===== config.mk =====
export PLATFORM = sky130hd
export DESIGN_NAME = multi_sample_synch
export DESIGN_NICKNAME = d
export VERILOG_FILES = /design/src/rtl/synch_pkg.sv /design/src/rtl/sync_chain.sv /design/src/rtl/multi_sample_synch.sv
export SDC_FILE = /design/constraint.sdc
export NUM_CORES = 1
export LEC_CHECK = 0
export CAP_MARGIN = 15
export CORE_MARGIN = 10
export CORE_UTILIZATION = 49
export DETAILED_ROUTE_END_ITERATION = 6
export PLACE_DENSITY = 0.84
export SYNTH_ARGS = -nofsm -noshare
export SYNTH_HDL_FRONTEND = slang
export SYNTH_HIERARCHICAL = 1
export SYNTH_SLANG_ARGS = --single-unit

===== constraint.sdc =====
create_clock -name CLK -period 1.9 [get_ports CLK]
set_input_delay 0.38 -clock CLK [delete_from_list [all_inputs] [get_ports CLK]]
set_output_delay 0.38 -clock CLK [all_outputs]
set_load 0.05 [all_outputs]

===== src/rtl/synch_pkg.sv =====
// Shared constants and the counter-width helper for multi_sample_synch and its IPL users.
package synch_pkg;

  localparam int IPL_WIDTH = 3;
  localparam logic [IPL_WIDTH-1:0] IPL_IDLE = 3'b111;
  localparam int GLITCH_CNT_W = 16;

  // Counter must be able to hold MATCH_COUNT itself, since it saturates there.
  function automatic int cnt_width(input int match_count);
    return $clog2(match_count + 1);
  endfunction

endpackage


===== src/rtl/sync_chain.sv =====
// Metastability shift chain: shifts every clock, synchronous active-low reset to RESET_VALUE.
module sync_chain #(
  parameter int WIDTH = 3,
  parameter int SYNC_STAGES = 2,
  parameter logic [WIDTH-1:0] RESET_VALUE = {WIDTH{1'b1}}
) (
  input  logic             i_clk,
  input  logic             i_rst_n,
  input  logic [WIDTH-1:0] i_din,
  output logic [WIDTH-1:0] o_dout
);

  (* ASYNC_REG = "TRUE" *) logic [WIDTH-1:0] r_stage [SYNC_STAGES];

  always_ff @(posedge i_clk) begin
    if (!i_rst_n) begin
      for (int i = 0; i < SYNC_STAGES; i++) r_stage[i] <= RESET_VALUE;
    end else begin
      r_stage[0] <= i_din;
      for (int i = 1; i < SYNC_STAGES; i++) r_stage[i] <= r_stage[i-1];
    end
  end

  assign o_dout = r_stage[SYNC_STAGES-1];

endmodule


===== src/rtl/multi_sample_synch.sv =====
// Synchronises an async bus and updates DOUT only after MATCH_COUNT equal qualified samples.
// Optional abort counter (GLITCH_CLR/GLITCH_CNT) is built with MULTI_SAMPLE_SYNCH_GLITCH_STATS_EN.
module multi_sample_synch
  import synch_pkg::*;
#(
  parameter int WIDTH = IPL_WIDTH,
  parameter int SYNC_STAGES = 2,
  parameter int MATCH_COUNT = 2,
  parameter logic [WIDTH-1:0] RESET_VALUE = {WIDTH{1'b1}}
) (
  input  logic                    CLK,
  input  logic                    RESET_N,
  input  logic                    SAMPLE_EN,
  input  logic [WIDTH-1:0]        DIN_ASYNC,
  output logic [WIDTH-1:0]        DOUT,
  output logic                    DOUT_CHANGED,
`ifdef MULTI_SAMPLE_SYNCH_GLITCH_STATS_EN
  input  logic                    GLITCH_CLR,
  output logic [GLITCH_CNT_W-1:0] GLITCH_CNT,
`endif
  output logic                    STABLE
);

  localparam int CW = cnt_width(MATCH_COUNT);
  localparam logic [CW-1:0] MC = CW'(MATCH_COUNT);

  if (WIDTH < 1) begin : g_bad_width
    $error("multi_sample_synch: WIDTH must be >= 1");
  end
  if (SYNC_STAGES < 2) begin : g_bad_sync_stages
    $error("multi_sample_synch: SYNC_STAGES must be >= 2");
  end
  if (MATCH_COUNT < 1) begin : g_bad_match_count
    $error("multi_sample_synch: MATCH_COUNT must be >= 1");
  end

  logic [WIDTH-1:0] w_sync_out;
  logic [WIDTH-1:0] w_next_cand;
  logic [CW-1:0]    w_next_cnt;
  logic             w_update;

  logic [WIDTH-1:0] r_cand;
  logic [CW-1:0]    r_cnt;
  logic [WIDTH-1:0] r_dout;
  logic             r_changed;

  sync_chain #(
    .WIDTH       (WIDTH),
    .SYNC_STAGES (SYNC_STAGES),
    .RESET_VALUE (RESET_VALUE)
  ) u_sync_chain (
    .i_clk   (CLK),
    .i_rst_n (RESET_N),
    .i_din   (DIN_ASYNC),
    .o_dout  (w_sync_out)
  );

  always_comb begin
    w_next_cand = r_cand;
    w_next_cnt  = r_cnt;
    if (SAMPLE_EN) begin
      if (w_sync_out != r_cand) begin
        w_next_cand = w_sync_out;
        w_next_cnt  = CW'(1);
      end else if (r_cnt < MC) begin
        w_next_cnt = r_cnt + 1'b1;
      end
    end
  end

  // Update decision looks at the values being written so DOUT moves on the qualifying edge.
  assign w_update = SAMPLE_EN && (w_next_cnt == MC) && (w_next_cand != r_dout);

  always_ff @(posedge CLK) begin
    if (!RESET_N) begin
      r_cand    <= RESET_VALUE;
      r_cnt     <= MC;
      r_dout    <= RESET_VALUE;
      r_changed <= 1'b0;
    end else begin
      r_cand    <= w_next_cand;
      r_cnt     <= w_next_cnt;
      r_changed <= w_update;
      if (w_update) r_dout <= w_next_cand;
    end
  end

  assign DOUT         = r_dout;
  assign DOUT_CHANGED = r_changed;
  assign STABLE       = (r_cnt == MC) && (r_cand == r_dout);

`ifdef MULTI_SAMPLE_SYNCH_GLITCH_STATS_EN
  logic [GLITCH_CNT_W-1:0] r_glitch_cnt;
  logic                    w_abort;

  // A pending change is abandoned when a different value displaces it before it matured.
  assign w_abort = SAMPLE_EN && (w_sync_out != r_cand) && (r_cand != r_dout) && (r_cnt < MC);

  always_ff @(posedge CLK) begin
    if (!RESET_N || GLITCH_CLR) begin
      r_glitch_cnt <= '0;
    end else if (w_abort && (r_glitch_cnt != '1)) begin
      r_glitch_cnt <= r_glitch_cnt + 1'b1;
    end
  end

  assign GLITCH_CNT = r_glitch_cnt;
`endif

endmodule


==> impl_results.md <==
* Clock Skews at 0.006780 ns
* Nets at 82
* Cells after Synth at 61
* Via count at 440
* H-tree levels at 1
* Ant. Diodes at 0
* CP startpoint: DOUT_CHANGED
* XOR/XNOR share of the synthesized area at 11.98%
* Crit-path slowest cell: clkdlybuf4s50_1
* Gr ovfl total at 0
* Post-Synth Adder-Cell Area at 3.802%
* Dpl hpwl at 864.8 um
* Max Transition Viols Final at 0
* Post-route setup slack at 0.1475 ns
* CP top delay family: buffers and inverters
* Number of flops mapped to enable cells by yosys at 0
* Reg-to-Reg End: DOUT[0]
* Relative slew slack at 67.03%
* Setup CP Type: reg -> out
* Yosys warnings at 6
* Die area at 0.003209 mm2
* Reg2reg path depth at 5
* Yosys reg bits at 15
* P per Cell Area at 791.3 mW/mm2
* Initial core utilization at 51.22%
* Worst hold margin at 0.4182 ns
* Slew @ Worst Pin at 0.4930 ns
* Most used DFF post-synth: dfxtp_1
* Critical Path Sink Type: output pin
* DIE WIDTH at 56.65 um
* CTS clk-pin slew, worst paths at 0.09 ns
* Num CTS Buffers at 3
* Synth area leader: dfxtp_1
* Core box area at 0.001285 mm2
* Layout cells sized above 1 at 20.55%
* CP max stage delay at 0.79 ns
* Largest family of logic cells by synthesized area: simple AND/OR/NAND/NOR gates
* First-pass GRT wire length at 1904 um
* Fin. Hold Viols at 0
* Post-synthesis simple-gate area fraction at 16.73%
* Vias in the first global route at 463
* GR Util All Layers at 7.188%
* Most frequent cell after synthesis: dfxtp_1
* Post-CTS Setup Bufs at 0
* Clock Sink Count at 15
* WL/cell at 12.01 um
* Cell Count, Final, Fillers Out at 88
* # DRC at 0
* Post-cts sizing count at 0
* CP arrival at 1.37 ns
* DIE HEIGHT at 56.65 um
* Largest net degree at the start of global routing at 11
* Bufs on Longest Clock Path at 2
* Lkg Pwr at 0.3152 nW
* CTS Hold Buffers Added at 0
* Clock Latency Late Sink at 0.28 ns
* Critical path depth at 1
* Worst EP required at 1.52 ns
* Max_cap viols at 0
* Drt first pass iters at 4
* Synth Net Count at 69
* Tmin final at 1.752 ns
* Status: finished, final reports clean
* R2r startpoint: r_cnt[0]
* CTS tree: built
* Synth area leaders: dfxtp_1 46%, nand2b_1 8.6%, xor2_1 6.7%
* CP Launch Type: flop
* Post-synthesis sequential area ratio at 45.63%
* Reg2Reg Setup Slack at 0.35 ns
* Synth Area in Compound Gates at 5.323%
* Hold path depth at 1
* Clock Root Buffer: clkbuf_4
* Setup Viol. Count Final at 0
* Worst min-delay path category: reg -> reg
* IO Port Bufs at 10
* Syn_area_per_cell at 10.79 um2
* Num rows at 13
* Yosys top cell area share at 45.63%
* Max IR drop VDD at 0.5592 mV
* Number of DRC markers in iteration 0 at 8
* Post-synthesis cell type count at 18
* RSZ-0062 raised after global routing: no
* Asr flop ratio synth at 0%
* WL final at 1057 um
* Crit path max fanout at 1
* Antenna violations before repair at 0
* Place WS at -0.01510 ns
* Crit-path cells: clkdlybuf4s50_1
* Via density at 5.000
* CP Capture Point: DOUT_CHANGED
* Synth Cell Area at 658.1 um2
* Worst path bufs/invs at 1
* Antenna-violating nets left at 0
* Fmax at 0.5706 GHz
* Tcrit/Tclk final at 92.24%
* Commonest cells post-synth: 15 x dfxtp_1, 9 x nand2b_1, 5 x xor2_1
* DP Cell Count at 84
* Synth-to-Final Area Change at 21.29%
* TNS Setup at 0 ns
* Post-synthesis mux area share at 9.696%
* Final GP Congestion at 0.7589
* I/O pin cnt at 11
-- per-stage QoR --
stage,power (mW),instance area [um2],util [%]
2_1_floorplan,0.4222,669.4,-
3_3_place_gp,0.4630,772.0,60.08
3_5_place_dp,0.4655,772.0,60.08
4_1_cts,0.6434,798.3,62.12
5_1_grt,0.6677,798.3,62.12
6_report,0.6317,798.3,62.12
-- cell type report --
| cell class | instances | area [um2] |
|---|---|---|
| flip-flops and latches | 15 | 300.3 |
| multi-input cells | 39 | 324.1 |
| clock buffers | 4 | 26.28 |
| fillers | 109 | 486.7 |
| inverters | 3 | 11.26 |
| repair buffers | 12 | 117.6 |
| well taps | 15 | 18.77 |
-- kinds of logic (layout without fill, tap and decap cells) --
kind of cell	after synthesis	count (layout)
buffers and inverters	7	19
and+or+nand+nor	17	17
adders and majority gates	2	2
xor gates and xnor gates	9	9
DFF	15	15
muxes	6	6
AOI/OAI and AO/OA	5	5
-- cell usage in the layout, fill, tap and decap left out --
| cell | count |
|---|---|
| clkbuf_4 | 3 |
| nand2b_1 | 9 |
| nand3b_1 | 1 |
| a31o_2 | 1 |
| inv_1 | 3 |
| nor3_1 | 1 |
| xor2_1 | 5 |
| clkbuf_1 | 1 |
| buf_12 | 1 |
| o21ai_0 | 2 |
| buf_4 | 5 |
| mux2i_1 | 3 |
| ha_1 | 2 |
| clkdlybuf4s50_1 | 6 |
| nand2_1 | 4 |
| nor3_4 | 1 |
| a31oi_1 | 1 |
| mux2_2 | 3 |
| o311a_1 | 1 |
| dfxtp_1 | 15 |
| nor4_4 | 1 |
| xnor2_1 | 4 |
-- metal layers --
metal | track usage [%] | part of all wire [%] | vias up
met4 | 4.124 | 1.1 | 0
met3 | 3.596 | 6.2 | 2
met2 | 11.91 | 51 | 9
met5 | 0 | 0 | -
met1 | 7.035 | 42 | 206
li1 | - | - | 223
-- registers in the layout, indices dropped and copies added, names as in the netlist --
| name | count |
|---|---|
| u_sync_chain/r_stage | 6 |
| DOUT | 3 |
| r_cand | 3 |
| r_cnt | 2 |
| DOUT_CHANGED | 1 |
-- how the worst min path moves through the flow --
stage / from / to / slack (ns)
2_1_floorplan: u_sync_chain/r_stage[0][0] / u_sync_chain/r_stage[0][3] / 0.39
3_3_place_gp: u_sync_chain/r_stage[0][0] / u_sync_chain/r_stage[0][3] / 0.39
3_5_place_dp: u_sync_chain/r_stage[0][0] / u_sync_chain/r_stage[0][3] / 0.40
4_1_cts: u_sync_chain/r_stage[0][0] / u_sync_chain/r_stage[0][3] / 0.42
5_1_grt: u_sync_chain/r_stage[0][0] / u_sync_chain/r_stage[0][3] / 0.43
6_report: u_sync_chain/r_stage[0][0] / u_sync_chain/r_stage[0][3] / 0.42
-- power breakdown --
part,leakage (nW),total [mW],switching [mW],internal (mW)
logic,0.177,0.121,0.0625,0.0589
registers,0.123,0.335,0.00746,0.328
clock network,0.0150,0.175,0.0939,0.0813
No activity file was read; power rests on OpenSTA's default activity.
